===== config.mk =====
export PLATFORM = sky130hd
export DESIGN_NAME = wb_regfile
export DESIGN_NICKNAME = d
export VERILOG_FILES = /design/src/rtl/riscv_pkg.sv /design/src/rtl/load_formatter.sv /design/src/rtl/wb_regfile.sv
export SDC_FILE = /design/constraint.sdc
export NUM_CORES = 2
export LEC_CHECK = 0
export BUFFER_PORTS_ARGS = -buffer_cell sky130_fd_sc_hd__buf_2
export CORE_MARGIN = 2
export CORE_UTILIZATION = 50
export CTS_BUF_LIST = sky130_fd_sc_hd__clkbuf_8
export DETAILED_ROUTE_END_ITERATION = 8
export PLACE_DENSITY = 0.67
export SLEW_MARGIN = 15
export SYNTH_ARGS = -nofsm -noshare
export SYNTH_HDL_FRONTEND = slang
export SYNTH_SLANG_ARGS = --single-unit

===== constraint.sdc =====
create_clock -name clk -period 41.8 [get_ports clk]
set_input_delay 8.36 -clock clk [delete_from_list [all_inputs] [get_ports clk]]
set_output_delay 8.36 -clock clk [all_outputs]
set_load 0.03 [all_outputs]

===== src/rtl/riscv_pkg.sv =====
// Shared RV32 definitions: opcode and load-width encodings plus common datapath types.
package riscv_pkg;

  typedef logic [4:0]  reg_addr_t;
  typedef logic [31:0] word_t;

  localparam logic [6:0] OPC_LOAD   = 7'b0000011;
  localparam logic [6:0] OPC_STORE  = 7'b0100011;
  localparam logic [6:0] OPC_OP     = 7'b0110011;
  localparam logic [6:0] OPC_OP_IMM = 7'b0010011;
  localparam logic [6:0] OPC_LUI    = 7'b0110111;
  localparam logic [6:0] OPC_AUIPC  = 7'b0010111;
  localparam logic [6:0] OPC_JAL    = 7'b1101111;
  localparam logic [6:0] OPC_JALR   = 7'b1100111;

  localparam logic [2:0] F3_LB  = 3'b000;
  localparam logic [2:0] F3_LH  = 3'b001;
  localparam logic [2:0] F3_LW  = 3'b010;
  localparam logic [2:0] F3_LBU = 3'b100;
  localparam logic [2:0] F3_LHU = 3'b101;

  // Extend a narrow load value to a full word, signed or unsigned.
  function automatic word_t extend16(input logic [15:0] val, input logic sign_en);
    extend16 = {{16{sign_en & val[15]}}, val};
  endfunction

endpackage


===== src/rtl/load_formatter.sv =====
// Combinational load-data formatter: lane select, sign/zero extension and alignment check.
module load_formatter
  import riscv_pkg::*;
(
  input  logic [2:0] funct3_i,
  input  logic [1:0] addr_lo_i,
  input  word_t      data_read_i,
  output word_t      word_o,
  output logic       misaligned_o
);

  logic [7:0]  byte_s;
  logic [15:0] half_s;

  assign byte_s = data_read_i[8*addr_lo_i +: 8];
  assign half_s = data_read_i[16*addr_lo_i[1] +: 16];

  // Width/sign decode; unsupported widths return zero and flag as misaligned.
  always_comb begin
    word_o       = '0;
    misaligned_o = 1'b0;
    case (funct3_i)
      F3_LB: begin
        word_o       = extend16({{8{byte_s[7]}}, byte_s}, 1'b1);
        misaligned_o = 1'b0;
      end
      F3_LBU: begin
        word_o       = {24'd0, byte_s};
        misaligned_o = 1'b0;
      end
      F3_LH: begin
        word_o       = extend16(half_s, 1'b1);
        misaligned_o = addr_lo_i[0];
      end
      F3_LHU: begin
        word_o       = extend16(half_s, 1'b0);
        misaligned_o = addr_lo_i[0];
      end
      F3_LW: begin
        word_o       = data_read_i;
        misaligned_o = (addr_lo_i != 2'd0);
      end
      default: begin
        word_o       = '0;
        misaligned_o = 1'b1;
      end
    endcase
  end

endmodule


===== src/rtl/wb_regfile.sv =====
// Writeback stage and architectural register file with write-through read ports,
// a sticky misaligned-load flag and a retired-writeback counter.
module wb_regfile
  import riscv_pkg::*;
#(
  parameter int XLEN     = 32,
  parameter int NUM_REGS = 32
) (
  input  logic            clk,
  input  logic            reset,
  input  logic [6:0]      MEMWB_opcode_out,
  input  logic [2:0]      MEMWB_funct3_out,
  input  logic [XLEN-1:0] MEMWB_data_addr_out,
  input  logic            MEMWB_register_write_valid_out,
  input  reg_addr_t       MEMWB_write_reg_out,
  input  logic [XLEN-1:0] MEMWB_reg_write_data_out,
  input  logic [XLEN-1:0] MEMWB_data_read,
  input  reg_addr_t       rs1_addr,
  input  reg_addr_t       rs2_addr,
  output logic [XLEN-1:0] rs1_data,
  output logic [XLEN-1:0] rs2_data,
  output logic            wb_en,
  output reg_addr_t       wb_reg,
  output logic [XLEN-1:0] wb_data,
  output logic            load_misaligned,
  output logic [XLEN-1:0] wb_count
);

  logic [XLEN-1:0] regs_q [NUM_REGS];
  logic [XLEN-1:0] wb_count_q, wb_count_d;
  logic            load_misaligned_q, load_misaligned_d;

  word_t     fmt_word_s;
  logic      fmt_mis_s;
  logic      is_load_s;
  logic      misaligned_s;
  logic      wb_en_s;
  word_t     wb_data_s;
  logic      unused_addr_s;

  assign unused_addr_s = ^MEMWB_data_addr_out[XLEN-1:2];

  load_formatter u_load_formatter (
    .funct3_i     (MEMWB_funct3_out),
    .addr_lo_i    (MEMWB_data_addr_out[1:0]),
    .data_read_i  (MEMWB_data_read),
    .word_o       (fmt_word_s),
    .misaligned_o (fmt_mis_s)
  );

  assign is_load_s    = (MEMWB_opcode_out == OPC_LOAD);
  assign misaligned_s = is_load_s & fmt_mis_s;
  assign wb_data_s    = is_load_s ? fmt_word_s : MEMWB_reg_write_data_out;
  assign wb_en_s      = MEMWB_register_write_valid_out & (MEMWB_write_reg_out != 5'd0) & ~misaligned_s;

  // Next-state for the debug counter and the sticky flag.
  always_comb begin
    wb_count_d        = wb_count_q;
    load_misaligned_d = load_misaligned_q | misaligned_s;
    if (wb_en_s) begin
      wb_count_d = wb_count_q + 32'd1;
    end else begin
      wb_count_d = wb_count_q;
    end
  end

  // State update; a write coinciding with reset is discarded.
  always_ff @(posedge clk or posedge reset) begin
    if (reset) begin
      for (int i = 0; i < NUM_REGS; i++) begin
        regs_q[i] <= '0;
      end
      wb_count_q        <= '0;
      load_misaligned_q <= 1'b0;
    end else begin
      if (wb_en_s) begin
        regs_q[MEMWB_write_reg_out] <= wb_data_s;
      end
      wb_count_q        <= wb_count_d;
      load_misaligned_q <= load_misaligned_d;
    end
  end

  // Read ports: x0 reads zero, an in-flight write to the same rd is bypassed.
  always_comb begin
    rs1_data = '0;
    rs2_data = '0;
    if (rs1_addr == 5'd0) begin
      rs1_data = '0;
    end else if (wb_en_s && (MEMWB_write_reg_out == rs1_addr)) begin
      rs1_data = wb_data_s;
    end else begin
      rs1_data = regs_q[rs1_addr];
    end
    if (rs2_addr == 5'd0) begin
      rs2_data = '0;
    end else if (wb_en_s && (MEMWB_write_reg_out == rs2_addr)) begin
      rs2_data = wb_data_s;
    end else begin
      rs2_data = regs_q[rs2_addr];
    end
  end

  assign wb_en           = wb_en_s;
  assign wb_reg          = MEMWB_write_reg_out;
  assign wb_data         = wb_data_s;
  assign load_misaligned = load_misaligned_q;
  assign wb_count        = wb_count_q;

endmodule


==> reports/results.tsv <==
metric	value	unit
seqCellArea	0.0265	mm²
drt-initial-drc-count	4650	
cts-root-buf	clkbuf_8	
clockBufferDepth	3	
final_cell_mix	dfrtp_1, nand2_1, mux2i_1	
post_cts_buffers	0	
async_flop_share	1.00	
synth_seq_area_share	0.466	
netlist_instances	5766	
ir_drop	0.0372	mV
syn_area_per_cell	9.85	µm²
fillers	10000	
drv_slew	0	
grt.overflow.total	0	
multi_input_area	0.0276	mm²
dr.pass1.iters	8	
cp.arrival	12.75	ns
p_leak	0.0290	µW
cp.required	33.44	ns
start_kind	input port	
first_global_vias	45900	
h-tree-depth	4	
endpoint_kind	output pin	
cts_buffers	181	
netlist_area	0.0568	mm²
cts_tree	built	
cp_slowest_cell	buf_4	
antenna_found_initial	9	
ant_nets	0	
setup_tns	0	ns
netlist-cell-type-count	67	
numPortBuffers	228	
gp_congestion	0.871	
synth_edf_count	0	
finClkSkew	0.00954	ns
yosys_register_bits	1057	
critPathKind	in -> out	
die_h	341	µm
fmax	47.4	MHz
whs	0.393	ns
wire_per_inst	26.6	µm
cts_resized	0	
dieArea	0.116	mm²
drc	0	
cts_num_sinks	1057	
start_util	0.504	
maxCapViolations	0	
path_max_fanout	88	
dp_hpwl	109	mm
clk_latency	0.87	ns
setup_viol	0	
nNetsFinal	5811	
grt_pass1_wl	290	mm
area.growth.synth_to_final	9.11	%
grt_usage	0.333	
hold_viol	0	
rsz0062_at_grt	false	
period_share	0.505	
via_count	46200	
hold_class	reg -> reg	
synth_ff_type	dfrtp_1	
cp_cell_sequence	buf_8 > buf_4 > buf_4 > o41ai_2 > buf_4 > o22ai_1 > buf_2	
period_needed	21.11	ns
outcome	finished clean	
core_area	0.113	mm²
cp_common_cell	buf_4	
avgViaCountPerCell	6.30	
ctsHoldBuffers	0	
synth_nets	5891	
final_common_cell	dfrtp_1	
die_x	341	µm
ys_warn_count	0	
grt_max_degree	165	
worst_pin_slew	1.22	ns
maxSlewHeadroom	0.188	
pwr_density_cell	47.2	mW/mm²
drive_gt1_frac	0.153	
cpPeakStageDelay	0.98	ns
postRouteWirelength	195	mm
num_rows	123	
pin_count	259	
clkTransAtPathRegs	0.06	ns
## synthesized netlist by cell type, drive strengths merged, types with 5 or more instances
master,number,area [µm²]
a21o,5,37.5
a21oi,338,1700
a22o,32,280
a22oi,231,1730
a2bb2oi,15,169
a31oi,35,219
and2,9,56.3
and3,7,43.8
buf,268,1620
clkbuf,341,1290
dfrtp,1057,26500
inv,42,158
mux2,17,191
mux2i,825,8260
mux4,138,3110
nand2,983,3690
nand2b,6,37.5
nand3,147,786
nand3b,8,97.6
nand4,6,43.8
nor2,144,556
nor3,14,100
o211ai,67,508
o21ai,873,4470
o22ai,62,388
or2,16,100
xnor2,20,175
xor2,21,184
## state kept, by name (all words and copies together) (netlist names)
signal           cells
wb_count            32
regs_q            1024
load_misaligned      1
## cell type report
cell class,instances,share of cell area
Clock buffer,242,0.0537
Inverter,42,0.00266
Sequential cell,1057,0.427
Clock inverter,86,0.00674
Tap cell,1500,0.0303
Timing Repair Buffer,346,0.0338
Multi-Input combinational cell,4058,0.446
Antenna cell,4,0.000161
## per-layer routing
metal | GRT usage | vias to the layer above | part of all wire
met5 | 0 | - | 0.000067
met3 | 0.0736 | 659 | 0.091
met2 | 0.517 | 2297 | 0.45
li1 | - | 20500 | -
met1 | 0.432 | 22800 | 0.40
met4 | 0.189 | 2 | 0.061
## per-stage QoR
stage	instance area, µm²	setup slack [ns]	total power (µW)	util	instances
floorplan	56800	3.69	1790	-	5766
global placement	58200	20.66	1940	0.517	7003
detailed placement	58200	20.68	1970	0.517	7003
CTS	62000	20.66	2930	0.550	7331
global route	62000	20.58	3070	0.550	7334
finish	62000	20.69	2930	0.550	7335
## power breakdown
group,switching (µW),internal (µW)
sequential,145,1210
clock,450,516
combinational,352,253
## final timing paths
path | cells past startpoint | from | to | slack [ns]
hold reg to reg | 0 | regs_q[1022]$_DFFE_PP0P_ | regs_q[1022]$_DFFE_PP0P_ | 0.39
hold / removal | 0 | regs_q[1022]$_DFFE_PP0P_ | regs_q[1022]$_DFFE_PP0P_ | 0.39
max in group asynchronous | 5 | reset | regs_q[41]$_DFFE_PP0P_ | 31.30
setup / recovery | 7 | rs1_addr[0] | rs1_data[8] | 20.69
min in group asynchronous | 2 | reset | regs_q[386]$_DFFE_PP0P_ | 7.61
setup reg to reg | 6 | wb_count[8]$_DFFE_PP0P_ | wb_count[30]$_DFFE_PP0P_ | 39.74
## cells by family (layout without fill, tap and decap cells)
| logic type | count (synthesis) | after routing | share of synthesized area |
|---|---|---|---|
| xor+xnor | 41 | 41 | 0.00632 |
| mux | 980 | 980 | 0.203 |
| other cells | 0 | 4 | 0 |
| buf+inv | 651 | 716 | 0.0540 |
| flops | 1057 | 1057 | 0.466 |
| fa+ha+maj | 1 | 1 | 0.000220 |
| compound gates | 1679 | 1679 | 0.171 |
| simple gates | 1357 | 1357 | 0.0992 |
## worst max-delay path: cells and delay by family
family | cells | cell delay (ns)
AOI/OAI and AO/OA | 2 | 1.05
buffers and inverters | 5 | 3.22
No activity file was read; power rests on OpenSTA's default activity.
